==> src/rtl/branch_redirect_unit.sv <==
// ============================================================================
// Module   : branch_redirect_unit
// Brief    : Resolves branch/J/JR targets, holds them across the MIPS delay
//            slot fetch, then redirects the fetch PC over valid/ready.
//            Optional misaligned-target flag: macro BR_ADDR_CHECK_EN.
// Revision : 1.0 - initial release
// ============================================================================
`default_nettype none

module branch_redirect_unit #(
  parameter int            DW       = 32,
  parameter logic [DW-1:0] PC_RESET = 32'hBFC0_0000
) (
  input  logic          clock,
  input  logic          reset,
  input  logic          ValidD,
  input  logic          BranchTakenD,
  input  logic          JumpD,
  input  logic          JumpRegD,
  input  logic [DW-1:0] PCPlus4D,
  input  logic [DW-1:0] SignImmD_shift2,
  input  logic [25:0]   InstrIndexD,
  input  logic [DW-1:0] RsValD,
  input  logic          fetch_ack,
  input  logic          flush,
  output logic          busy,
  output logic          redirect_valid,
  input  logic          redirect_ready,
  output logic [DW-1:0] redirect_pc,
  output logic          adel_valid
);

  typedef enum logic [1:0] {
    IDLE     = 2'd0,
    WAIT_DS  = 2'd1,
    REDIRECT = 2'd2
  } state_t;

  state_t        state_q, state_d;
  logic [DW-1:0] pc_q, pc_d;
  logic [DW-1:0] target;
  logic          capture;

  // JR outranks J, which outranks a taken conditional branch.
  always_comb begin
    target = PCPlus4D + SignImmD_shift2;
    if (JumpRegD) begin
      target = RsValD;
    end else if (JumpD) begin
      target = {PCPlus4D[DW-1:28], InstrIndexD, 2'b00};
    end
  end

  assign capture = ValidD & (JumpRegD | JumpD | BranchTakenD) & (state_q == IDLE);

  always_comb begin
    state_d = state_q;
    pc_d    = pc_q;
    if (flush) begin
      state_d = IDLE;
    end else begin
      case (state_q)
        IDLE: begin
          if (capture) begin
            state_d = WAIT_DS;
            pc_d    = target;
          end
        end
        WAIT_DS: begin
          if (fetch_ack) state_d = REDIRECT;
        end
        REDIRECT: begin
          if (redirect_ready) state_d = IDLE;
        end
        default: state_d = IDLE;
      endcase
    end
  end

  always_ff @(posedge clock) begin
    if (!reset) begin
      state_q <= IDLE;
      pc_q    <= PC_RESET;
    end else begin
      state_q <= state_d;
      pc_q    <= pc_d;
    end
  end

  assign busy           = (state_q != IDLE);
  assign redirect_valid = (state_q == REDIRECT);
  assign redirect_pc    = pc_q;

`ifdef BR_ADDR_CHECK_EN
  logic adel_q, adel_d;

  always_comb begin
    adel_d = adel_q;
    if (!flush && capture) adel_d = (target[1:0] != 2'b00);
  end

  always_ff @(posedge clock) begin
    if (!reset) adel_q <= 1'b0;
    else        adel_q <= adel_d;
  end

  assign adel_valid = adel_q & redirect_valid;
`else
  assign adel_valid = 1'b0;
`endif

endmodule

`default_nettype wire

==> config.mk <==
export PLATFORM = sky130hd
export DESIGN_NAME = branch_redirect_unit
export DESIGN_NICKNAME = d
export VERILOG_FILES = /design/src/rtl/branch_redirect_unit.sv
export SDC_FILE = /design/constraint.sdc
export NUM_CORES = 1
export LEC_CHECK = 0
export ABC_AREA = 1
export ABC_CLOCK_PERIOD_IN_PS = 1700
export BUFFER_PORTS_ARGS = -buffer_cell sky130_fd_sc_hd__buf_4
export CORE_MARGIN = 8
export CORE_UTILIZATION = 25
export DETAILED_ROUTE_END_ITERATION = 10
export PLACE_DENSITY = 0.48
export SYNTH_ARGS = -nofsm -noshare
export SYNTH_HDL_FRONTEND = slang
export SYNTH_SLANG_ARGS = --single-unit
==> constraint.sdc <==
create_clock -name clock -period 1.7 [get_ports clock]
set_input_delay 0.255 -clock clock [delete_from_list [all_inputs] [get_ports clock]]
set_output_delay 0.255 -clock clock [all_outputs]
set_load 0.01 [all_outputs]
After elaboration in Yosys (flattened, before gate mapping)
Index checks and enable logic that the tools add are counted.
Storage, ports and cells
  register bits after elaboration: 34
  bits of input ports: 131
  output and inout port bits: 35
  logic and storage cells: 25
Cells by class
  add/subtract/negate cells: 1
  eq/ne operators: 5
  mux-type cells: 6
  bitwise gates (word level): 6
  reductions and logical operators: 5
Operators with widths (number)
  32-bit 2-to-1 mux: 2
  32-bit adder: 1
  2-bit 2-to-1 mux: 3
  2-bit case mux with 3 select lines: 1
  3-bit AND reduction: 2
  2-bit != test (second input constant): 2
  1-bit AND: 2
  2-bit by 1-bit == test with 1-bit output (second input constant): 1
  2-bit == test (second input constant): 1
  2-bit logical NOT: 1
  2-bit by 1-bit != test with 1-bit output (second input constant): 1
  1-bit inverter: 2
  1-bit OR: 2
  2-bit nonzero test: 1
  2-bit OR reduction: 1

Depth between registers and ports, before layout
  depth after elaboration: 6
  depth in mapped cells: 17

Worst setup path after synthesis
No wires, ideal clock.
  path kind: input port to flip-flop
  start: in PCPlus4D[0]
  end: reg pc_q[24] (netlist: redirect_pc[24])
  setup time: 115 ps
  data arrival time: 1731 ps
  path slack: -146 ps
  cell stages on the path: 17
  cells stage by stage: ha_1 -> inv_1 -> fa_1 -> inv_1 -> nand3_1 -> inv_1 -> nor2_1 -> o21bai_1 -> nand2_1 -> nand2_1 -> nand2_1 -> nand2_1 -> nand2_1 -> nand3_1 -> nand2_1 -> nand2_1 -> nand2_1
On the way
  longest elaborated chain between the ends: 3
RTL lines
  from (decl): RTL line 20  | input logic [DW-1:0] PCPlus4D,
  32-bit adder: RTL line 46  | target = PCPlus4D + SignImmD_shift2;
  32-bit 2-to-1 mux: RTL line 49  | end else if (JumpD) begin
  32-bit 2-to-1 mux: RTL line 47  | if (JumpRegD) begin
  to (signal assigned): RTL line 86  | pc_q <= pc_d;
  to (decl): RTL line 40  | logic [DW-1:0] pc_q, pc_d;
Every way passes these cells.
A chain may end at the register's enable or synchronous reset.

Final worst setup path
Same ends and word-level chain as after synthesis.

==> flow_summary.json <==
{
  "ir_worst_vdd_uv": 344,
  "dieArea_um2": 20600,
  "cts_max_level": 2,
  "areaGrowthSynthToFinish_pct": 68.2,
  "grt_pass1_vias": 5115,
  "avgSynthCellArea_um2": 5.75,
  "power_leakage_nw": 3.39,
  "cts_root_buffer": "clkbuf_16",
  "hold_viol_final": 0,
  "r2r_end": "redirect_pc[11]",
  "start_kind": "input port",
  "combPwrFrac": 0.522,
  "ios": 166,
  "final_common_cell": "buf_4",
  "pwr-share-clk": 0.245,
  "ys_types": 41,
  "cts_hold_buf": 0,
  "core.rowCount": 46,
  "status": "complete, no violations",
  "clock_latency_ns": 0.28,
  "numPortBuffers": 164,
  "synthesis.nets": 869,
  "start_util": 0.256,
  "drive_gt1_frac": 0.414,
  "die-height_um": 143,
  "grt_overflow": 0,
  "cap_violations": 0,
  "place.gp.congestion": 0.841,
  "clock-sinks": 34,
  "crit_arrival_ns": 1.88,
  "cts_tree": "yes",
  "worstSetupStartpoint": "PCPlus4D[0]",
  "avgViaCountPerCell": 4.51,
  "r2r-start": "state_q[0]",
  "antenna_cells": 0,
  "cp-end-kind": "flop",
  "drcViolationCount": 0,
  "min_period_over_period": 0.999,
  "drt_wl_total_mm": 17.9,
  "max_freq_mhz": 589,
  "period_minus_slack_ns": 1.70,
  "initialDrtViolationCount": 261,
  "numCtsBuffers": 5,
  "worst-r2r-setup-slack_ns": 0.23,
  "grt_pass1_wl_mm": 26.7,
  "ys_warn_count": 0,
  "track_usage": 0.164,
  "setup-violations-final": 0,
  "vias": 5249,
  "hp-start": "RsValD[22]",
  "ys_ff_latch": 34,
  "first_pass_iters": 4,
  "holdWs_ns": 0.203,
  "syn_inst": 706,
  "critPathKind": "input port to flop",
  "antenna_left": 0,
  "nNetsFinal": 1110,
  "wl_per_cell_um": 15.4,
  "cp.required_ns": 1.88,
  "drv_slew": 0,
  "power_density_nw_per_um2": 555,
  "synth.cell_area_um2": 4060,
  "seq_area_um2": 681,
  "net-switching-power_mw": 1.38,
  "die_w_um": 143,
  "core_area_um2": 15900,
  "mostFrequentLayoutCells": "buf_4, nand2_1, inv_1",
  "cts.path.max_buffers": 2,
  "internal-power_mw": 2.41,
  "seq_power_share": 0.233,
  "rsz0062_at_grt": "true",
  "dp_hpwl_mm": 14.8,
  "clock_skew_ns": 0.00600,
  "worstRegToRegCells": 8,
  "path_max_fanout": 3,
  "ys_seq_area_frac": 0.168,
  "post-route-util": 0.430,
  "grt_max_degree": 34,
  "hp-class": "input port to flop",
  "crit_end": "redirect_pc[24]",
  "antenna_found_initial": 0,
  "switching_share": 0.365,
  "path_clk_slew_ns": 0.06,
  "fillCellCount": 1775,
  "multi_input_area_um2": 3420
}
[synthesized netlist by cell type (all sizes together)]
master / n / area (µm²)
nand3: 45 / 230
conb: 1 / 3.75
dfxtp: 34 / 681
or2: 4 / 27.5
a31o: 1 / 8.76
o211ai: 15 / 113
xnor2: 9 / 78.8
clkbuf: 9 / 73.8
o21bai: 9 / 67.6
nand2: 221 / 845
nand4: 8 / 50.1
a22oi: 1 / 7.51
dlygate4sd1: 2 / 17.5
nor3: 4 / 25.0
xor2: 3 / 26.3
ha: 31 / 388
a21oi: 87 / 439
nor2: 86 / 358
fa: 1 / 20.0
o21ai: 26 / 134
inv: 91 / 344
a21o: 1 / 7.51
a31oi: 1 / 6.26
nand3b: 5 / 37.5
buf: 11 / 70.1
[power groups by stage]
| stage | Combinational, mW | Sequential [mW] | Clock [mW] |
|---|---|---|---|
| 6_report | 1.98 | 0.882 | 0.927 |
| 3_5_place_dp | 1.75 | 0.898 | 0 |
| 4_1_cts | 1.79 | 0.883 | 0.949 |
| 2_1_floorplan | 0.867 | 0.919 | 0 |
| 3_3_place_gp | 1.76 | 0.899 | 0 |
| 5_1_grt | 2.19 | 0.888 | 0.979 |
[registers in the layout (all words and copies together) (netlist names)]
register and cells:
redirect_pc 32, state_q 2
[how the worst min path moves through the flow]
stage / to / cells past startpoint
2_1_floorplan: redirect_pc[2] / 2
3_3_place_gp: redirect_pc[20] / 2
3_5_place_dp: redirect_pc[21] / 2
4_1_cts: redirect_pc[22] / 3
5_1_grt: redirect_pc[22] / 3
6_report: redirect_pc[22] / 3
[layer usage]
| layer | wire [µm] | track usage | part of all wire | vias up |
|---|---|---|---|---|
| li1 | - | - | - | 2765 |
| met1 | 8010 | 0.206 | 0.45 | 2338 |
| met2 | 8560 | 0.278 | 0.48 | 127 |
| met3 | 1030 | 0.0332 | 0.058 | 19 |
| met4 | 321 | 0.0465 | 0.018 | 0 |
| met5 | 0 | 0 | 0 | - |
[metrics by stage]
step / power (mW) / std cells / TNS, ns / setup slack (ns) / area, µm²
4_1_cts: 3.63 / 1160 / -0.0293 / -0.0259 / 6340
2_1_floorplan: 1.79 / 706 / -0.0761 / -0.0761 / 4080
3_5_place_dp: 2.65 / 1150 / -7.74 / -0.390 / 6100
5_1_grt: 4.06 / 1164 / -0.924 / -0.145 / 6830
6_report: 3.79 / 1164 / 0 / 0.000982 / 6830
3_3_place_gp: 2.66 / 1150 / -7.30 / -0.394 / 6100
[cells by family after synthesis]
| group | count (synthesis) | share of synthesized area |
|---|---|---|
| AOI/OAI and AO/OA | 141 | 0.193 |
| DFF | 34 | 0.168 |
| and+or+nand+nor | 373 | 0.387 |
| xor gates and xnor gates | 12 | 0.0259 |
| buffers and inverters | 113 | 0.125 |
| other | 1 | 0.000924 |
| adders and majority gates | 32 | 0.100 |
[final cells by class]
cell class              instances  share of cell area
well taps                     216              0.0396
multi-input cells             559               0.501
flip-flops and latches         34              0.0997
inverters                      91              0.0504
repair buffers                256               0.288
clock buffers                   7              0.0209
clock inverters                 1            0.000733
[worst max-delay path, cell delays in order]
cell and delay (ns):
buf_6 0.08, ha_4 0.12, inv_2 0.03, fa_2 0.38
inv_2 0.07, nand3_2 0.06, inv_2 0.07, nor2_4 0.04
o21bai_1 0.19, nand2_1 0.11, nand2_2 0.09, nand2_2 0.06
nand2_1 0.06, nand2_1 0.04, nand3_1 0.07, nand2_1 0.05
nand2_1 0.05, nand2_1 0.04
[what timing repair did]
action,CTS,global route
setup buffers,2,5
pin swaps,5,35
resized for setup,15,102
endpoints found under the setup margin,15,25
(Power assumes the default switching activity.)
